===== src/rtl/split_pkg.sv =====
// Shared definitions for the split constraint stimulus drivers.
// Holds the packed assignment layout (var_0 in the LSBs), the driver FSM
// state type and the LFSR polynomial. No ports.
package split_pkg;

  localparam int unsigned NUM_VARS = 35;

  // Layout: var_0..var_23 are 8 bits wide, var_24..var_34 are 16 bits wide.
  localparam int unsigned NUM_BYTE_VARS = 24;
  localparam int unsigned BYTE_VAR_W    = 8;
  localparam int unsigned HALF_VAR_W    = 16;

  function automatic int unsigned var_width(input int unsigned idx);
    return (idx < NUM_BYTE_VARS) ? BYTE_VAR_W : HALF_VAR_W;
  endfunction

  function automatic int unsigned var_offset(input int unsigned idx);
    if (idx < NUM_BYTE_VARS) begin
      return idx * BYTE_VAR_W;
    end
    return NUM_BYTE_VARS * BYTE_VAR_W + (idx - NUM_BYTE_VARS) * HALF_VAR_W;
  endfunction

  // Total packed width, i.e. the offset just past var_34 (368).
  localparam int unsigned VEC_W  = var_offset(NUM_VARS);
  localparam int unsigned NCHUNK = (VEC_W + 31) / 32;

  // Galois feedback mask applied when the bit shifted out is 1.
  localparam logic [31:0] LFSR_POLY = 32'h8020_0003;
  localparam logic [31:0] LFSR_INIT = 32'h0000_0001;

  typedef enum logic [1:0] {
    StIdle,
    StFill,
    StCheck,
    StOut
  } split_drv_state_t;

endpackage


===== src/rtl/split_lfsr32.sv =====
// 32-bit right-shifting Galois LFSR.
//   clk, rst_n  : clock, asynchronous active-low reset (state -> 32'h1)
//   load, seed  : load seed (a zero seed is replaced by 32'h1; load wins over step)
//   step        : advance one position
//   state_next  : value the register takes on the next step
module split_lfsr32
  import split_pkg::*;
(
  input  logic        clk,
  input  logic        rst_n,
  input  logic        load,
  input  logic [31:0] seed,
  input  logic        step,
  output logic [31:0] state_next
);

  logic [31:0] state_q;

  always_comb begin
    state_next = {1'b0, state_q[31:1]};
    if (state_q[0]) begin
      state_next = state_next ^ LFSR_POLY;
    end
  end

  always_ff @(posedge clk or negedge rst_n) begin
    if (!rst_n) begin
      state_q <= LFSR_INIT;
    end else if (load) begin
      // All-zero is the lock-up state of the LFSR.
      state_q <= (seed == 32'h0) ? LFSR_INIT : seed;
    end else if (step) begin
      state_q <= state_next;
    end
  end

endmodule


===== src/rtl/split_candidate_driver.sv =====
// Pseudo-random candidate generator for a combinational split constraint.
//   clk, rst_n            : clock, asynchronous active-low reset
//   start, seed_load, seed: begin a search / reseed the LFSR (IDLE only)
//   cand_o, sat_i         : candidate to the constraint, its single-bit result
//   sol_valid/ready/data  : handshake carrying a satisfying assignment
//   busy, done, fail      : status; done/fail are one-cycle pulses on return to IDLE
//   tries                 : candidates checked in the current/last search
module split_candidate_driver #(
  parameter int unsigned VEC_W     = split_pkg::VEC_W,
  parameter int unsigned MAX_TRIES = 1024,
  parameter int unsigned TRY_W     = 16  // 2**TRY_W must exceed MAX_TRIES
) (
  input  logic             clk,
  input  logic             rst_n,
  input  logic             start,
  input  logic             seed_load,
  input  logic [31:0]      seed,
  output logic [VEC_W-1:0] cand_o,
  input  logic             sat_i,
  output logic             sol_valid,
  input  logic             sol_ready,
  output logic [VEC_W-1:0] sol_data,
  output logic             busy,
  output logic             done,
  output logic             fail,
  output logic [TRY_W-1:0] tries
);
  import split_pkg::*;

  localparam int unsigned NumChunk = (VEC_W + 31) / 32;
  localparam int unsigned FillW    = (NumChunk > 1) ? $clog2(NumChunk) : 1;

  split_drv_state_t state_q, state_d;
  logic [FillW-1:0] fill_q, fill_d;
  logic [VEC_W-1:0] cand_sr_q, cand_sr_d;
  logic [VEC_W-1:0] sol_data_q, sol_data_d;
  logic [TRY_W-1:0] tries_q, tries_d, tries_inc;
  logic             done_q, done_d;
  logic             fail_q, fail_d;

  logic             lfsr_load;
  logic             lfsr_step;
  logic [31:0]      lfsr_next;

  split_lfsr32 u_lfsr (
    .clk        (clk),
    .rst_n      (rst_n),
    .load       (lfsr_load),
    .seed       (seed),
    .step       (lfsr_step),
    .state_next (lfsr_next)
  );

  // Saturating so a mis-sized budget can never wrap the visible count.
  assign tries_inc = (tries_q == TRY_W'(MAX_TRIES)) ? tries_q : tries_q + 1'b1;

  always_comb begin
    state_d    = state_q;
    fill_d     = fill_q;
    cand_sr_d  = cand_sr_q;
    sol_data_d = sol_data_q;
    tries_d    = tries_q;
    done_d     = 1'b0;
    fail_d     = 1'b0;
    lfsr_load  = 1'b0;
    lfsr_step  = 1'b0;

    unique case (state_q)
      StIdle: begin
        if (seed_load) begin
          lfsr_load = 1'b1;
        end else if (start) begin
          state_d = StFill;
          tries_d = '0;
          fill_d  = '0;
        end
      end
      StFill: begin
        // Oldest chunk ends up in the MSBs; the top of the first chunk falls off.
        lfsr_step = 1'b1;
        cand_sr_d = {cand_sr_q[VEC_W-33:0], lfsr_next};
        if (fill_q == FillW'(NumChunk - 1)) begin
          state_d = StCheck;
        end else begin
          fill_d = fill_q + 1'b1;
        end
      end
      StCheck: begin
        tries_d = tries_inc;
        if (sat_i) begin
          sol_data_d = cand_sr_q;
          state_d    = StOut;
        end else if (tries_inc == TRY_W'(MAX_TRIES)) begin
          fail_d  = 1'b1;
          state_d = StIdle;
        end else begin
          fill_d  = '0;
          state_d = StFill;
        end
      end
      StOut: begin
        if (sol_ready) begin
          done_d  = 1'b1;
          state_d = StIdle;
        end
      end
      default: state_d = StIdle;
    endcase
  end

  always_ff @(posedge clk or negedge rst_n) begin
    if (!rst_n) begin
      state_q    <= StIdle;
      fill_q     <= '0;
      cand_sr_q  <= '0;
      sol_data_q <= '0;
      tries_q    <= '0;
      done_q     <= 1'b0;
      fail_q     <= 1'b0;
    end else begin
      state_q    <= state_d;
      fill_q     <= fill_d;
      cand_sr_q  <= cand_sr_d;
      sol_data_q <= sol_data_d;
      tries_q    <= tries_d;
      done_q     <= done_d;
      fail_q     <= fail_d;
    end
  end

  assign cand_o    = cand_sr_q;
  assign sol_data  = sol_data_q;
  assign sol_valid = (state_q == StOut);
  assign busy      = (state_q != StIdle);
  assign done      = done_q;
  assign fail      = fail_q;
  assign tries     = tries_q;

endmodule


===== config.mk =====
export PLATFORM = sky130hd
export DESIGN_NAME = split_candidate_driver
export DESIGN_NICKNAME = d
export VERILOG_FILES = /design/src/rtl/split_pkg.sv /design/src/rtl/split_lfsr32.sv /design/src/rtl/split_candidate_driver.sv
export SDC_FILE = /design/constraint.sdc
export NUM_CORES = 2
export LEC_CHECK = 0
export BUFFER_PORTS_ARGS = -buffer_cell sky130_fd_sc_hd__buf_2
export CAP_MARGIN = 20
export CORE_AREA = 5 5 309 311
export CTS_BUF_LIST = sky130_fd_sc_hd__clkbuf_16
export CTS_CLUSTER_SIZE = 25
export DETAILED_ROUTE_END_ITERATION = 10
export DIE_AREA = 0 0 314 316
export MAX_ROUTING_LAYER = met4
export SYNTH_ARGS = -nofsm -noshare
export SYNTH_HDL_FRONTEND = slang
export SYNTH_SLANG_ARGS = --single-unit

===== constraint.sdc =====
create_clock -name clk -period 2.16 [get_ports clk]
set_input_delay 0.324 -clock clk [delete_from_list [all_inputs] [get_ports clk]]
set_output_delay 0.324 -clock clk [all_outputs]
set_load 0.05 [all_outputs]

==> results.cfg <==
[critical_path]
r2r-end = state_q[0]$_DFFE_PN0P_
path_cells = or2_4 -> a2111oi_4 -> o2111ai_2 -> and4bb_1 -> nand4_4 -> o21a_1
worst-path-buf-inv = 0
reg2reg_slack_ns = 0.05
crit_type = reg -> reg
cp.depth = 6
required_ns = 2.69
reg2reg_depth = 6
reg2reg_from = tries[4]$_DFFE_PN0P_
critPathLaunch = tries[4]$_DFFE_PN0P_
worstPathArrival_ns = 2.65
crit_path_end_kind = flop
slowest_delay_ns = 0.45
slowest_stage = dfrtp_2
worst-path-max-fanout = 7
setup.worst_path.start_class = flop
crit_end = state_q[0]$_DFFE_PN0P_
cp_top_family = simple AND/OR/NAND/NOR gates

[clock_tree]
clk_pin_slew_ns = 0.06
root_buffer = clkbuf_16
numCtsBuffers = 85
clk_latency_ns = 0.65
cts_tree = built
h-tree-depth = 3
cts_max_path_buffers = 3
clock_sinks = 792

[timing]
tightest_slew_ns = 0.933
grt_setup_unrepaired = true
fmax_ghz = 0.474
layout_setup_ws_ns = 0.0481
fin_skew_ns = 0.0207
setup_viol = 0
setup_tns_ns = 0
min_period_ns = 2.11
hold_viol_final = 0
period_share_pct = 97.8
final_max_slew_viol_count = 0
slew_headroom_pct = 37.7

[drt]
vias = 23200
first_pass_iters = 5
ant_nets = 0
post_drt_wl_per_cell_um = 22.4
drt-initial-drc-count = 1727
wl_um = 108000
vias_per_cell = 4.80
route.detailed.drc = 0

[yosys]
syn_nets = 2717
ys_types = 55
synth_area_leader_cell = dfrtp_1
yosysTopAreaCellShare_pct = 65.4
synth_edf_count = 0
syn_inst = 2676
syn_area_per_cell_um2 = 11.3
ys_ff_latch = 792
synth_ff_type = dfrtp_1
synth_area_leaders = dfrtp_1, nand2_1, mux2_2
ys_seq_area_share_pct = 65.4
async_flop_share_pct = 100
ys_warn_count = 0
synthesis.area_um2 = 30300

[final_layout]
final_common_cell = nand2_1
areaGrowthSynthToFinish_pct = 31.0
nets = 3616
final_cell_mix = nand2_1, buf_2, dfrtp_1
finish.utilization_pct = 42.9
num_antenna_cells = 0
drive_above_1_share_pct = 39.6
final_cells = 4837

[die]
fp.coreArea_um2 = 92500
die_width_um = 314
num_rows = 112
die_h_um = 316
dieArea_um2 = 99200
initial_core_util_pct = 32.7
io_pins = 794

[placement]
place.gp.congestion = 0.907
place_ws_ns = -0.00857
hpwl_um = 80400
dp_cells = 4641
io_buffer_count = 793

[run_status]
status = finished, final reports clean

[global_routing]
gr-total-overflow = 0
grt_pass1_wl_um = 159000
grt_max_degree = 105
antenna_found_initial = 2
grt_use_total_pct = 22.1
grt_pass1_vias = 23500

[min_path]
hold_class = in -> async

[run]
cap_viol_max_count = 0
==> metal layers <==
| layer | up-vias | part of all wire (%) | track usage [%] |
|---|---|---|---|
| met1 | 11700 | 41 | 27.3 |
| li1 | 10500 | - | - |
| met2 | 850 | 49 | 36.0 |
| met3 | 174 | 6.5 | 4.72 |
| met4 | 0 | 3.6 | 7.91 |
| met5 | - | 0 | - |
==> cell type report <==
| cell class | count | area (µm²) |
|---|---|---|
| Fill cell | 8831 | 52800 |
| Sequential cell | 792 | 19800 |
| Multi-Input combinational cell | 1731 | 9910 |
| Timing Repair Buffer | 960 | 5760 |
| Clock buffer | 87 | 2180 |
| Tap cell | 1197 | 1500 |
| Clock inverter | 65 | 479 |
| Inverter | 5 | 18.8 |
==> cell usage after synthesis (3+ instances only) <==
master,count
xor2_1,7
dfrtp_1,791
a21oi_1,5
a31oi_1,3
xnor2_1,5
nor4_1,10
nand2b_1,4
nand3_1,8
nand4_1,7
ha_1,3
inv_1,5
buf_2,47
a41oi_1,3
clkbuf_1,97
nor2_1,25
mux2_2,368
a22oi_1,29
mux2i_1,3
nor3_1,3
and3_1,3
and2_1,3
nand2_1,1175
or2_2,3
o21ai_0,30
==> registers in the layout, summed over array words and instances, names as in the netlist <==
signal / flops
cand_o: 368
sol_data: 368
u_lfsr.state_q: 32
tries: 16
fill_q: 4
state_q: 2
done: 1
fail: 1
==> worst min-delay path by stage <==
| stage | startpoint | endpoint | slack [ns] |
|---|---|---|---|
| global route | rst_n | sol_data[246]$_DFFE_PN0P_ | 0.13 |
| CTS | rst_n | sol_data[246]$_DFFE_PN0P_ | 0.10 |
| finish | rst_n | sol_data[246]$_DFFE_PN0P_ | 0.16 |
| detailed placement | rst_n | sol_data[246]$_DFFE_PN0P_ | 0.23 |
| floorplan | rst_n | cand_o[0]$_DFFE_PN0P_ | 0.03 |
| global placement | rst_n | sol_data[246]$_DFFE_PN0P_ | 0.23 |
==> logic make-up (layout without fill, tap and decap cells) <==
kind of cell | count (synthesis) | count (layout) | share of synthesized area (%)
xor+xnor | 12 | 12 | 0.347
compound gates | 88 | 88 | 2.00
mux | 371 | 371 | 13.8
flops | 792 | 792 | 65.4
buf+inv | 153 | 1117 | 2.13
simple gates | 1257 | 1257 | 16.2
fa+ha+maj | 3 | 3 | 0.124
==> per-stage QoR <==
step | hold slack [ns] | area, µm²
after floorplan | 0.0284 | 30300
after global placement | 0.229 | 36500
after detailed placement | 0.229 | 36500
after CTS | 0.101 | 39600
after global routing | 0.129 | 39700
final | 0.158 | 39700
==> what timing repair did <==
item	CTS	global route
endpoints found under the hold margin	316	0
setup endpoints to repair	2	6
resized for setup	2	6
setup buffers	0	9
hold buffers	35	0
pin swaps	0	4
Power is not shown: default switching activity piles up to over one toggle a cycle in this logic, so the estimate is an artifact.
